## src/rtl/weight_matrix_loader_pkg.sv

```systemverilog
// Shared definitions for the weight matrix loader.
// - Loader FSM state encoding.
// - Geometry helpers (package length, matrix length, packages per matrix).
// - Layout check used by the top level to reject parameter sets where
//   whole packages do not tile a kernel matrix exactly.
// - Default-geometry localparams.
package weight_matrix_loader_pkg;

  typedef enum logic [1:0] {
    ST_IDLE  = 2'd0,
    ST_LOAD  = 2'd1,
    ST_DRAIN = 2'd2
  } state_e;

  function automatic int unsigned package_len(input int unsigned dw, input int unsigned fw);
    return dw / fw;
  endfunction

  function automatic int unsigned matrix_len(input int unsigned ms, input int unsigned ks);
    return ms * ks * ks;
  endfunction

  function automatic int unsigned package_num(input int unsigned dw, input int unsigned fw,
                                              input int unsigned ms, input int unsigned ks);
    return matrix_len(ms, ks) / package_len(dw, fw);
  endfunction

  // True when FW divides DW and whole packages tile the matrix exactly.
  function automatic bit layout_ok(input int unsigned dw, input int unsigned fw,
                                   input int unsigned ms, input int unsigned ks);
    if (fw == 0 || dw % fw != 0) return 1'b0;
    if (package_len(dw, fw) == 0) return 1'b0;
    return (matrix_len(ms, ks) % package_len(dw, fw)) == 0;
  endfunction

  localparam int unsigned PACKAGE_LEN = package_len(512, 32);
  localparam int unsigned MATRIX_LEN  = matrix_len(32, 3);
  localparam int unsigned PACKAGE_NUM = package_num(512, 32, 32, 3);

endpackage

```

## src/rtl/weight_matrix_loader_bank_ctrl.sv

```systemverilog
// Ping-pong bank occupancy for the weight register matrix.
// Ports:
//   clk_i, rst_i     clock, async active-high reset
//   last_accept_i    last package of a matrix accepted this cycle
//   release_i        conv engine done with bank sel_r_o
//   wb_o             bank currently being written
//   full_o           per-bank "holds a complete matrix" flags
//   set_pend_o       a full bit will be set on the next edge
//   sel_r_o          bank the conv engine must read
//   weight_valid_o   bank sel_r_o holds a complete matrix
module weight_bank_ctrl (
  input  logic       clk_i,
  input  logic       rst_i,
  input  logic       last_accept_i,
  input  logic       release_i,
  output logic       wb_o,
  output logic [1:0] full_o,
  output logic       set_pend_o,
  output logic       sel_r_o,
  output logic       weight_valid_o
);

  logic       wb_q;
  logic       rb_q;
  logic       set_pend_q;
  logic       set_bank_q;
  logic [1:0] full_q;
  logic [1:0] full_d;
  logic       rel_ok;

  assign rel_ok = release_i && full_q[rb_q];

  // The full bit is set one edge after the last accept, when the matrix
  // latches that package; the bank is remembered because wb has already
  // toggled by then.
  always_comb begin
    full_d = full_q;
    if (rel_ok)     full_d[rb_q]       = 1'b0;
    if (set_pend_q) full_d[set_bank_q] = 1'b1;
  end

  always_ff @(posedge clk_i or posedge rst_i) begin
    if (rst_i) begin
      wb_q       <= 1'b0;
      rb_q       <= 1'b0;
      set_pend_q <= 1'b0;
      set_bank_q <= 1'b0;
      full_q     <= '0;
    end else begin
      full_q     <= full_d;
      set_pend_q <= last_accept_i;
      if (last_accept_i) begin
        set_bank_q <= wb_q;
        wb_q       <= ~wb_q;
      end
      if (rel_ok) rb_q <= ~rb_q;
    end
  end

  assign wb_o           = wb_q;
  assign full_o         = full_q;
  assign set_pend_o     = set_pend_q;
  assign sel_r_o        = rb_q;
  assign weight_valid_o = full_q[rb_q];

endmodule

```

## src/rtl/weight_matrix_loader.sv

```systemverilog
// Producer end of the weight register matrix load interface.
// Accepts DW-bit packages with valid/ready and forwards them to the matrix
// one cycle later, PACKAGE_NUM packages per kernel matrix, filling two
// ping-pong banks that the conv engine returns with release pulses.
// Ports:
//   clk_i, rst_i        clock, async active-high reset
//   start_i             job start pulse (IDLE only), num_matrix_i matrices
//   data_i/data_valid_i/data_ready_o   package input handshake
//   en_o/sel_w_o/data_o shift enable, write bank, package to matrix
//   sel_r_o/weight_valid_o/release_i   read-side bank handshake
//   busy_o              not IDLE
//   done_o              one-cycle pulse at job end
module weight_matrix_loader
  import weight_matrix_loader_pkg::*;
#(
  parameter int unsigned FW = 32,
  parameter int unsigned DW = 512,
  parameter int unsigned MS = 32,
  parameter int unsigned KS = 3,
  parameter int unsigned CW = 16
) (
  input  logic          clk_i,
  input  logic          rst_i,
  input  logic          start_i,
  input  logic [CW-1:0] num_matrix_i,
  input  logic [DW-1:0] data_i,
  input  logic          data_valid_i,
  output logic          data_ready_o,
  output logic          en_o,
  output logic          sel_w_o,
  output logic [DW-1:0] data_o,
  output logic          sel_r_o,
  output logic          weight_valid_o,
  input  logic          release_i,
  output logic          busy_o,
  output logic          done_o
);

  localparam int unsigned PKG_NUM = package_num(DW, FW, MS, KS);
  localparam int unsigned PW      = (PKG_NUM > 1) ? $clog2(PKG_NUM) : 1;
  localparam logic [PW-1:0] PKG_LAST = PW'(PKG_NUM - 1);

  if (!layout_ok(DW, FW, MS, KS)) begin : g_layout_check
    $error("weight_matrix_loader: packages do not tile the kernel matrix exactly");
  end

  state_e        state_q;
  state_e        state_d;
  logic          done_d;
  logic [PW-1:0] pkg_cnt_q;
  logic [CW-1:0] mat_cnt_q;
  logic [CW-1:0] num_q;
  logic          accept;
  logic          last_pkg;
  logic          last_mat;
  logic          last_accept;
  logic          wb;
  logic [1:0]    full;
  logic          set_pend;

  assign data_ready_o = (state_q == ST_LOAD) && !full[wb];
  assign accept       = data_ready_o && data_valid_i;
  assign last_pkg     = (pkg_cnt_q == PKG_LAST);
  assign last_mat     = (mat_cnt_q == num_q - CW'(1));
  assign last_accept  = accept && last_pkg;
  assign busy_o       = (state_q != ST_IDLE);

  weight_bank_ctrl u_bank_ctrl (
    .clk_i          (clk_i),
    .rst_i          (rst_i),
    .last_accept_i  (last_accept),
    .release_i      (release_i),
    .wb_o           (wb),
    .full_o         (full),
    .set_pend_o     (set_pend),
    .sel_r_o        (sel_r_o),
    .weight_valid_o (weight_valid_o)
  );

  always_comb begin
    state_d = state_q;
    done_d  = 1'b0;
    unique case (state_q)
      ST_IDLE: begin
        if (start_i) begin
          if (num_matrix_i != '0) state_d = ST_LOAD;
          else                    done_d  = 1'b1;
        end
      end
      ST_LOAD: begin
        if (last_accept && last_mat) state_d = ST_DRAIN;
      end
      ST_DRAIN: begin
        // set_pend keeps us here until the final full bit has actually set.
        if (!set_pend && full == 2'b00) begin
          state_d = ST_IDLE;
          done_d  = 1'b1;
        end
      end
      default: state_d = ST_IDLE;
    endcase
  end

  always_ff @(posedge clk_i or posedge rst_i) begin
    if (rst_i) state_q <= ST_IDLE;
    else       state_q <= state_d;
  end

  always_ff @(posedge clk_i or posedge rst_i) begin
    if (rst_i) begin
      done_o    <= 1'b0;
      en_o      <= 1'b0;
      sel_w_o   <= 1'b0;
      data_o    <= '0;
      pkg_cnt_q <= '0;
      mat_cnt_q <= '0;
      num_q     <= '0;
    end else begin
      done_o <= done_d;
      en_o   <= accept;
      if (accept) begin
        data_o  <= data_i;
        sel_w_o <= wb;
        if (last_pkg) begin
          pkg_cnt_q <= '0;
          mat_cnt_q <= mat_cnt_q + CW'(1);
        end else begin
          pkg_cnt_q <= pkg_cnt_q + PW'(1);
        end
      end
      if (state_q == ST_IDLE && start_i) begin
        num_q     <= num_matrix_i;
        mat_cnt_q <= '0;
        pkg_cnt_q <= '0;
      end
    end
  end

endmodule

```

## config.mk

```make
export PLATFORM = sky130hd
export DESIGN_NAME = weight_matrix_loader
export DESIGN_NICKNAME = d
export VERILOG_FILES = /design/src/rtl/weight_matrix_loader_pkg.sv /design/src/rtl/weight_matrix_loader_bank_ctrl.sv /design/src/rtl/weight_matrix_loader.sv
export SDC_FILE = /design/constraint.sdc
export NUM_CORES = 1
export LEC_CHECK = 0
export ABC_AREA = 1
export CAP_MARGIN = 5
export CORE_AREA = 5 5 411 413
export DETAILED_ROUTE_END_ITERATION = 16
export DIE_AREA = 0 0 416 418
export HOLD_SLACK_MARGIN = 0.05
export PLACE_DENSITY = 0.39
export SYNTH_ARGS = -nofsm -noshare
export SYNTH_HDL_FRONTEND = slang
export SYNTH_SLANG_ARGS = --single-unit
```

## constraint.sdc

```tcl
create_clock -name clk_i -period 36 [get_ports clk_i]
set_clock_uncertainty 0.15 [all_clocks]
set_input_delay 5.4 -clock clk_i [delete_from_list [all_inputs] [get_ports clk_i]]
set_output_delay 5.4 -clock clk_i [all_outputs]
set_load 0.01 [all_outputs]
```

; ---- After elaboration in Yosys (flattened, before gate mapping)
; Cells that the tools add are included.
[totals]
ff_bits = 560
output_inout_bits = 519
[classes]
muxes = 25
n_reduce_logical = 19
n_lt_le_gt_ge = 5
n_bitwise = 5
n_eq_ne = 8
addsub = 3
[op_table]
columns = operator, n
row1 = 16-bit 2-to-1 mux, 3
row2 = 16-bit by 1-bit adder with 16-bit output (second input constant), 1
row3 = 16-bit equality test, 1
row4 = 16-bit nonzero test, 1
row5 = 16-bit by 1-bit subtractor with 16-bit output (second input constant), 1
row6 = 5-bit 2-to-1 mux, 3
row7 = 2-bit 2-to-1 mux, 6
row8 = 1-bit logical AND, 9
row9 = 1-bit 2-to-1 mux, 9
row10 = 1-bit by 2-bit less-than comparator with 1-bit output (second input constant), 3
row11 = 2-bit inequality test (second input constant), 3
row12 = 2-bit one-hot mux with 3 select lines, 1
row13 = 2-bit nonzero test, 3
row14 = 5-bit by 1-bit adder with 5-bit output (second input constant), 1
row15 = 5-bit equality test (second input constant), 1
row16 = 2-bit logical NOT, 2
row17 = 4-bit AND reduction, 1
row18 = 2-bit bitwise AND, 1
row19 = 1-bit demux with 1-bit select, 2
row20 = 2-bit by 1-bit equality test with 1-bit output (second input constant), 1
row21 = 2-bit equality test (second input constant), 1
row22 = 1-bit >= comparator (second input constant), 2
row23 = 1-bit logical NOT, 2
row24 = 2-bit by 1-bit inequality test with 1-bit output (second input constant), 1
row25 = 5 further kinds, 6

; ---- Depth between registers and ports, before layout
; Gate-level depths: netlist (run 1).
[depth]
ltp_word = 9
ltp_mapped = 16

; ---- Modules after synthesis
; A second synthesis (run 1) with hierarchy kept.
[unflattened]
cells_unflattened = 2565
area_unflattened_um2 = 22141.2
[modules_own_cells]
columns = mod, area_per_inst_um2, seq_area_each_um2, n_inst, cells_per_inst
row1 = weight_matrix_loader, 21903.5, 13863.3, 1, 2539
row2 = weight_bank_ctrl, 237.7, 150.1, 1, 26

; ---- Least setup slack after synthesis (run 1)
; No wires, ideal clock.
[synth_timing]
kind = in2reg
start = in data_valid_i
end = reg data_o[100]
setup_slack_ns = 29.628
cell_stages = 6
t_arrival_ns = 6.105
path_buffers = 3
cell_sequence = nand4_4 > buf_4 > buf_2 > buf_4 > nand2_1 > nand2_1
[synth_between]
elab_chain_cells = 1
[synth_lines]
columns = item, line_no
row1 = from (decl), weight_matrix_loader.sv:27  ; input logic data_valid_i,
row2 = 1-bit logical AND, weight_matrix_loader.sv:62  ; assign accept = data_ready_o && data_valid_i;
row3 = to (signal assigned), weight_matrix_loader.sv:122  ; data_o <= data_i;
row4 = to (decl), weight_matrix_loader.sv:31  ; output logic [DW-1:0] data_o,
; Every way passes these cells.
; A chain may end at the register's enable or synchronous reset.

==> impl_metrics.toml, run 1 <==
[global_route]
grt_pass1_wl_um = 163000
grt_max_degree = 189
first_global_vias = 21000
antenna_found_initial = 25
grt_overflow = 0
track_usage_pct = 12.9

[sta]
rsz0062_at_grt = "false"
post-route-period-util_pct = 28.9
hold_violations = 0
fmax_mhz = 96.0
fin_crit_ns = 10.41
slew_headroom_pct = 32.7
slew_viol_final = 0
fin_ws_ns = 25.59
setup_viol = 0
setup_tns_ns = 0
tightest_slew_ns = 1.01

[layout]
final_area_um2 = 37500
drive_gt1_share_pct = 4.47
regArea_um2 = 14000
area_growth_pct = 69.9
nFillCells = 18200
nNetsFinal = 4145
multi_input_area_um2 = 7210

[clock_network]
htreeDepth = 3
clk_latency_ns = 0.65
clk_path_buf_depth = 3
ctsResizeCount = 0
root_buffer = "clkbuf_16"
cts_hold_buf = 0
clock-sinks = 560
cts_setup_buffers = 0
numCtsBuffers = 76
cts_tree = "yes"
path_clk_slew_ns = 0.05

[die]
coreArea_um2 = 164000
start_util_pct = 13.4
fp.dieW_um = 416
rows = 149
die_h_um = 418
io_pins = 1052
dieArea_um2 = 174000

[critical_path]
required_ns = 36.59
crit_path_max_fanout = 95
start_kind = "input port"
arrival_ns = 11.01
cp-end-kind = "asynchronous set/reset pin"
worst-setup-path-type = "input port to asynchronous set/reset pin"

[placed_design]
port_buffers = 1051
dpl_cell_area_um2 = 34900
place_congestion = 0.838
dp_slack_ns = 24.49
dp_hpwl_um = 90400

[power]
power.total_mw = 2.90
ir_drop_uv = 43.6
clkPwrFrac_pct = 26.9
p_int_mw = 1.84
switchingPower_mw = 1.06
powerDensity_nw_per_um2 = 77.2
seqPwrFrac_pct = 34.5
p_comb_share_pct = 38.6
leakagePower_nw = 17.6
p_sw_share_pct = 36.5

[run]
max-cap-violations = 0

[routing]
first_iter_violations = 1277
dr_total_vias = 20400
viasPerCell = 3.48
drtPass1Iterations = 5
routed_wl_um = 118000
drc_errors = 0
postRouteAntennaNets = 0
wl_per_cell_um = 20.1

[logic_synthesis]
synth_top_cell_area_share_pct = 63.5
synth_area_leaders = "dfrtp_1 63%, nand2_1 29%, buf_2 1.8%"
synth_nets = 3114
ys_warn_count = 0
ys_seq_area_share_pct = 63.5
ys_seq_elements = 560
synthesis.area_um2 = 22100
synth_top_cell_by_area = "dfrtp_1"
postSynthCellCount = 2577
syn_area_per_cell_um2 = 8.57
synth_cell_type_count = 31

[run_status]
status = "finished clean"

[worst_hold_path]
hp-class = "register to register"
-- worst max-delay path, stage by stage --
cell             delay [ns]
clkdlybuf4s50_1        0.49
inv_8                  0.47
buf_4                  0.80
buf_4                  0.77
buf_4                  0.79
buf_4                  0.71
buf_4                  0.70
buf_4                  0.59
-- layer usage --
| metal | GRT usage, % | wire length, um | vias up |
|---|---|---|---|
| li1 | - | - | 9867 |
| met1 | 15.8 | 48700 | 9677 |
| met2 | 21.2 | 56100 | 713 |
| met3 | 4.97 | 9720 | 165 |
| met4 | 3.79 | 3350 | 6 |
| met5 | 0 | 26 | - |
-- Yosys cell counts, drive strengths merged --
cell	n
nand3	18
clkbuf	18
a22oi	1
nor2	45
ha	4
a21oi	12
nand4	3
xor2	4
a221oi	1
xnor2	7
o21ai	28
o22ai	3
nor3	8
nor4	4
o21a	2
and2	3
nand3b	5
nand2	1689
dfrtp	560
buf	102
inv	59
o2111ai	1
-- path summary, 6_finish.rpt --
check / start / end / slack (ns) / depth (start not counted)
min in group asynchronous: rst_i / data_o[125] / 5.04 / 2
max: rst_i / data_o[167] / 25.59 / 8
min: u_bank_ctrl.set_bank_q / u_bank_ctrl.full_o[0] / 0.30 / 1
max in group clk_i: data_valid_i / data_o[327] / 27.33 / 8
max reg2reg: state_q[1] / data_o[327] / 32.01 / 8
min reg2reg: u_bank_ctrl.set_bank_q / u_bank_ctrl.full_o[0] / 0.30 / 1
-- per-stage QoR --
stage	std cells	hold WS, ns	utilization, %
2_1_floorplan	2577	0.274	-
3_3_place_gp	5719	0.295	21.2
3_5_place_dp	5719	0.300	21.2
4_1_cts	5860	0.308	22.8
5_1_grt	5864	0.323	22.8
6_report	5867	0.298	22.8
-- cells in the final DEF, fill, tap and decap left out, types with 4 or more instances in the layout --
cell type and count:
clkdlybuf4s50_1 1051, bufinv_16 4, nor2_1 39, o21ai_0 27, clkinv_4 4, xor2_1 4, clkbuf_1 15, clkbuf_16 76
nand3b_1 5, diode_2 7, ha_1 4, clkinv_2 16, xnor2_1 7, inv_1 55, buf_4 20, nor4_1 4
clkbuf_8 15, nand3_1 17, dfrtp_1 560, nor3_1 7, nand2_1 1686, a21oi_1 12
-- sequential cells by signal (all words and copies together) (netlist names) --
signal                  flops
data_o                    512
done_o                      1
en_o                        1
mat_cnt_q                  16
num_q                      16
pkg_cnt_q                   5
sel_w_o                     1
state_q                     2
u_bank_ctrl.full_o          2
u_bank_ctrl.sel_r_o         1
u_bank_ctrl.set_bank_q      1
u_bank_ctrl.set_pend_o      1
u_bank_ctrl.wb_o            1
-- cell type report --
type	instances	area share (%)
Sequential cell	560	37.4
Timing Repair Buffer	1073	28.6
Multi-Input combinational cell	1838	19.2
Tap cell	2189	7.30
Clock buffer	106	5.77
Clock inverter	35	1.12
Inverter	59	0.630
Antenna cell	7	0.0467
-- power by group through the flow --
| stage | registers [mW] | clock network, mW | logic [mW] |
|---|---|---|---|
| 3_3_place_gp | 1.00 | 0 | 1.15 |
| 3_5_place_dp | 1.00 | 0 | 1.14 |
| 5_1_grt | 1.03 | 0.838 | 1.22 |
| 6_report | 0.999 | 0.780 | 1.12 |
| 2_1_floorplan | 1.08 | 0 | 0.348 |
| 4_1_cts | 1.00 | 0.816 | 1.15 |
-- kinds of logic (layout without fill, tap and decap cells) --
kind of cell | count (synthesis) | in the layout | share of synthesized area, %
AO/OA/AOI/OAI | 48 | 48 | 1.17
flip-flops | 560 | 560 | 63.5
other | 0 | 7 | 0
AND/OR/NAND/NOR | 1775 | 1775 | 30.8
buffers and inverters | 179 | 1273 | 3.87
adder cells (fa/ha/maj) | 4 | 4 | 0.227
XOR/XNOR | 11 | 11 | 0.436
(Power assumes the default switching activity.)
==> run 2, diff against run 1 <==
--- a/config.mk
+++ b/config.mk
@@ -7,11 +7,11 @@
 export LEC_CHECK = 0
 export ABC_AREA = 1
 export CAP_MARGIN = 5
-export CORE_AREA = 5 5 411 413
+export CORE_AREA = 5 5 402 404
 export DETAILED_ROUTE_END_ITERATION = 16
-export DIE_AREA = 0 0 416 418
+export DIE_AREA = 0 0 407 409
 export HOLD_SLACK_MARGIN = 0.05
-export PLACE_DENSITY = 0.39
+export PLACE_DENSITY = 0.4
 export SYNTH_ARGS = -nofsm -noshare
 export SYNTH_HDL_FRONTEND = slang
 export SYNTH_SLANG_ARGS = --single-unit
==> constraint.sdc (replaced) <==
create_clock -name clk_i -period 10.65 [get_ports clk_i]
set_clock_uncertainty 0.15 [all_clocks]
set_input_delay 1.5975 -clock clk_i [delete_from_list [all_inputs] [get_ports clk_i]]
set_output_delay 1.5975 -clock clk_i [all_outputs]
set_load 0.01 [all_outputs]
==> run 2 against run 1 <==
  * Clock-buffer cell count increased by 5
  * Critical endpoint is now data_o[244]
  * Cell area about the same
  * Via count shrank 0.22%
  * Routed wire length rose by 3.6%
  * Register-to-register slack lost 25 ns
  * Power increased to 3.4 times the previous value
  * First-iteration DRC count rose by 0.63%
  * Global-route usage is 1.1 points higher
  * Combinational power grew to 3.4 times the previous value
  * Non-clock buffer count down 7
  * Clock power rose to 3.6 times the previous value
  * Worst hold slack gained 0.0083 ns
  * Largest cell class unchanged
==> impl_metrics.toml, run 2 (same netlist as run 1, synthesis figures left out) <==
[clock_network]
cts_setup_buffers = 0
htreeDepth = 3
clk_path_buf_depth = 3
ctsResizeCount = 0
cts_hold_buf = 0
numCtsBuffers = 78
root_buffer = "clkbuf_16"
path_clk_slew_ns = 0.06
clock-sinks = 560
cts_tree = "yes"
clk_latency_ns = 0.66

[critical_path]
reg2reg_depth = 7
crit_path_end = "data_o[244]"
crit_chain = "clkdlybuf4s50_1 -> nand4_4 -> inv_8 -> buf_12 -> buf_4 -> nand2_1 -> nand2_1"
path_buf_inv = 4
worst-path-stages = 7
crit_top_cell = "nand2_1"
start_kind = "input port"
worst-setup-path-type = "input port to register"
r2r_end = "data_o[244]"
startpoint = "data_valid_i"
r2r_slack_ns = 6.88
critical-path-max-stage-delay_ns = 0.71
cp-end-kind = "register"
required_ns = 11.09
r2r_start = "state_q[1]"
critPathSlowestCell = "inv_8"
path_delay_family = "buffers and inverters"
crit_path_max_fanout = 129
arrival_ns = 5.06

[run_status]
status = "finished clean"

[power]
ir_drop_uv = 111
power.total_mw = 9.98
leakagePower_nw = 17.6
powerDensity_nw_per_um2 = 266

[routing]
routed_wl_um = 122000
drc_errors = 0
dr_total_vias = 20400
wl_per_cell_um = 21.3
viasPerCell = 3.55
first_iter_violations = 1285
postRouteAntennaNets = 0
drtPass1Iterations = 5

[sta]
slew_viol_final = 0
post-route-period-util_pct = 43.4
fmax_mhz = 217
setup_tns_ns = 0
hold_violations = 0
tightest_slew_ns = 1.07
rsz0062_at_grt = "false"
fin_ws_ns = 6.03
slew_headroom_pct = 28.8
fin_crit_ns = 4.62
setup_viol = 0

[worst_hold_path]
hp-class = "register to register"

[placed_design]
dpl_cell_area_um2 = 34800
dp_slack_ns = 5.26
dp_hpwl_um = 92900
place_congestion = 0.854
port_buffers = 1051

[layout]
drive_gt1_share_pct = 4.10
area_growth_pct = 69.8
regMostFlops = "data_o"
layout_commonest_cell = "nand2_1"
final_area_um2 = 37500
reg_top3 = "data_o x512, mat_cnt_q x16, num_q x16"
multi_input_area_um2 = 7210
nFillCells = 17200
largest_register_ffs = 512
nNetsFinal = 4140
fin_util_pct = 23.8
regArea_um2 = 14000
final_cell_mix = "1686 x nand2_1, 1051 x clkdlybuf4s50_1, 560 x dfrtp_1"

[global_route]
grt_pass1_wl_um = 167000
grt_overflow = 0
track_usage_pct = 14.1
first_global_vias = 21000
antenna_found_initial = 54
grt_max_degree = 179

[die]
die_h_um = 409
io_pins = 1052
fp.dieW_um = 407
rows = 146
start_util_pct = 14.0
dieArea_um2 = 166000
coreArea_um2 = 157000

[run]
max-cap-violations = 0
[run 2: worst min path at each step]
stage,endpoint,startpoint,depth (start not counted)
finish,u_bank_ctrl.full_o[0],u_bank_ctrl.set_bank_q,1
floorplan,u_bank_ctrl.full_o[0],u_bank_ctrl.set_bank_q,1
detailed placement,u_bank_ctrl.full_o[0],u_bank_ctrl.set_bank_q,1
CTS,u_bank_ctrl.full_o[0],u_bank_ctrl.set_bank_q,1
global placement,u_bank_ctrl.full_o[0],u_bank_ctrl.set_bank_q,1
global route,u_bank_ctrl.full_o[0],u_bank_ctrl.set_bank_q,1
[run 2: worst register-to-register path: stages, from the launching register on]
cell and delay (ns):
dfrtp_1 0.43, nor2_4 0.18, nand4_4 0.51, inv_8 0.71
buf_12 0.49, buf_4 0.94, nand2_1 0.20, nand2_1 0.09
[run 2: through the flow]
stage               hold slack (ns)  std cells
global route                  0.331       5736
detailed placement            0.304       5595
CTS                           0.311       5734
finish                        0.306       5748
floorplan                     0.274       2577
global placement              0.287       5595
[run 2: power by group]
group | internal, mW | total (mW) | switching [mW] | leakage, nW
clock network | 1.66 | 2.77 | 1.11 | 1.31
registers | 2.89 | 3.38 | 0.498 | 6.87
logic | 1.79 | 3.83 | 2.04 | 9.46
[run 2: per-layer routing]
layer	part of all wire [%]	GRT usage (%)	up-vias
li1	-	-	9886
met1	38	15.7	9535
met2	48	23.7	700
met3	9.6	6.13	214
met4	4.1	5.21	48
met5	0.25	0	-
[run 2: area by class of cell]
| class | count | area share (%) |
|---|---|---|
| flip-flops and latches | 560 | 37.4 |
| repair buffers | 1066 | 28.6 |
| diodes | 14 | 0.0935 |
| clock inverters | 28 | 1.25 |
| well taps | 2072 | 6.92 |
| inverters | 59 | 0.621 |
| multi-input cells | 1838 | 19.2 |
| clock buffers | 111 | 5.91 |
==> run 3, diff against run 2 <==
--- a/config.mk
+++ b/config.mk
@@ -7,9 +7,9 @@
 export LEC_CHECK = 0
 export ABC_AREA = 1
 export CAP_MARGIN = 5
-export CORE_AREA = 5 5 402 404
+export CORE_AREA = 5 5 410 412
 export DETAILED_ROUTE_END_ITERATION = 16
-export DIE_AREA = 0 0 407 409
+export DIE_AREA = 0 0 415 417
 export HOLD_SLACK_MARGIN = 0.05
 export PLACE_DENSITY = 0.4
 export SYNTH_ARGS = -nofsm -noshare
==> constraint.sdc (replaced) <==
create_clock -name clk_i -period 3.7 [get_ports clk_i]
set_clock_uncertainty 0.15 [all_clocks]
set_input_delay 0.555 -clock clk_i [delete_from_list [all_inputs] [get_ports clk_i]]
set_output_delay 0.555 -clock clk_i [all_outputs]
set_load 0.01 [all_outputs]
==> run 3 against run 2 <==
  * Power grew to 2.8 times the previous value
  * Sequential share of layout area shrank 0.35 points
  * Setup slack got worse by 5.1 ns
  * Clock-buffer cell count grew 8
==> impl_metrics.toml, run 3 (same netlist as run 1, synthesis figures left out) <==
[global_route]
first_global_vias = 21000
track_usage_pct = 13.4
grt_overflow = 0
antenna_found_initial = 37
grt_pass1_wl_um = 168000
grt_max_degree = 175

[clock_network]
cts_setup_buffers = 0
clk_latency_ns = 0.66
path_clk_slew_ns = 0.06
cts_hold_buf = 0
clock-sinks = 560
cts_tree = "yes"
ctsResizeCount = 0
numCtsBuffers = 77
clk_path_buf_depth = 3
htreeDepth = 3
root_buffer = "clkbuf_16"

[power]
powerDensity_nw_per_um2 = 749
power.total_mw = 28.3
leakagePower_nw = 17.8
ir_drop_uv = 376

[layout]
nFillCells = 17900
area_growth_pct = 71.4
multi_input_area_um2 = 7210
final_cell_mix = "1686 x nand2_1, 1051 x clkdlybuf4s50_1, 560 x dfrtp_1"
regArea_um2 = 14000
largest_register_ffs = 512
nNetsFinal = 4173
layout_commonest_cell = "nand2_1"
fin_util_pct = 23.1
reg_top3 = "data_o x512, mat_cnt_q x16, num_q x16"
regMostFlops = "data_o"
fin_cells = 5904
drive_gt1_share_pct = 4.87

[run_status]
status = "finished clean"

[die]
die_h_um = 417
rows = 149
dieArea_um2 = 173000
coreArea_um2 = 164000
io_pins = 1052
fp.dieW_um = 415
start_util_pct = 13.5

[critical_path]
worst-setup-path-type = "register to output port"
crit_path_max_fanout = 4
cp-end-kind = "output port"
arrival_ns = 2.02
required_ns = 2.99
crit_chain = "nor2_4 -> and2_1 -> nand2_1 -> inv_1 -> clkdlybuf4s50_1"
critPathSlowestCell = "clkdlybuf4s50_1"
start_kind = "register"
critical-path-max-stage-delay_ns = 0.53

[sta]
fmax_mhz = 367
slew_headroom_pct = 33.4
fin_crit_ns = 2.72
tightest_slew_ns = 0.999
hold_violations = 0
setup_viol = 0
post-route-period-util_pct = 73.6
rsz0062_at_grt = "false"
slew_viol_final = 0

[routing]
viasPerCell = 3.48
drtPass1Iterations = 5
drc_errors = 0
wl_per_cell_um = 20.5
first_iter_violations = 1359
postRouteAntennaNets = 0
routed_wl_um = 121000
dr_total_vias = 20600

[placed_design]
dp_cells = 5746
dp_hpwl_um = 94500
place_congestion = 0.851
port_buffers = 1051

[run]
max-cap-violations = 0

[worst_hold_path]
hp-class = "input port to asynchronous set/reset pin"
==> run 3: changes by cell type in the layout (fill, tap and decap cells not counted), moves of 4 or more <==
| cell | delta |
|---|---|
| buf_4 | +27 |
| buf_12 | +7 |
| bufinv_16 | -6 |
| clkbuf_1 | +5 |
| clkbuf_8 | +4 |
| diode_2 | +4 |
==> run 3: worst max-delay path: cells and delay by family, from the launching register on <==
| family | cells | cell delay [ns] |
|---|---|---|
| buf+inv | 2 | 0.58 |
| simple gates | 3 | 0.36 |
| flops | 1 | 0.42 |
==> run 3: per-stage QoR <==
| step | hold slack, ns | setup TNS (ns) | cell area (um^2) | setup slack (ns) |
|---|---|---|---|---|
| CTS | 0.105 | 0 | 37800 | 0.844 |
| finish | 0.198 | 0 | 37800 | 0.976 |
| floorplan | 0.274 | -2592.09 | 22100 | -4.63 |
| global placement | 0.290 | 0 | 35300 | 0.836 |
| detailed placement | 0.290 | 0 | 35300 | 0.894 |
| global route | 0.157 | 0 | 37800 | 0.827 |
==> run 3: layer usage <==
metal	track usage [%]	part of all wire, %
met1	15.9	40
met2	22.2	49
met3	5.24	8.3
met4	4.74	2.6
met5	0	0
==> run 3: worst paths after layout <==
| path | startpoint | end | slack (ns) | cells past startpoint |
|---|---|---|---|---|
| setup / recovery | state_q[1] | data_ready_o | 0.98 | 5 |
| hold / removal | rst_i | data_o[182] | 0.20 | 3 |
| setup reg to reg | state_q[1] | mat_cnt_q[11] | 1.46 | 9 |
| hold reg to reg | u_bank_ctrl.set_bank_q | u_bank_ctrl.full_o[0] | 0.29 | 1 |
| max in group asynchronous | rst_i | data_o[0] | 2.10 | 4 |
| min in group clk_i | data_i[390] | data_o[390] | 0.26 | 3 |
==> run 3: final cells by class <==
cell class,count,share of cell area [%]
diodes,18,0.119
repair buffers,1100,29.2
clock buffers,119,5.99
well taps,2189,7.24
multi-input cells,1838,19.0
inverters,59,0.615
flip-flops and latches,560,37.0
clock inverters,21,0.718
==> run 3: power breakdown <==
part	internal, mW	switching [mW]
registers	8.31	1.39
clock network	4.40	3.12
logic	5.26	5.85
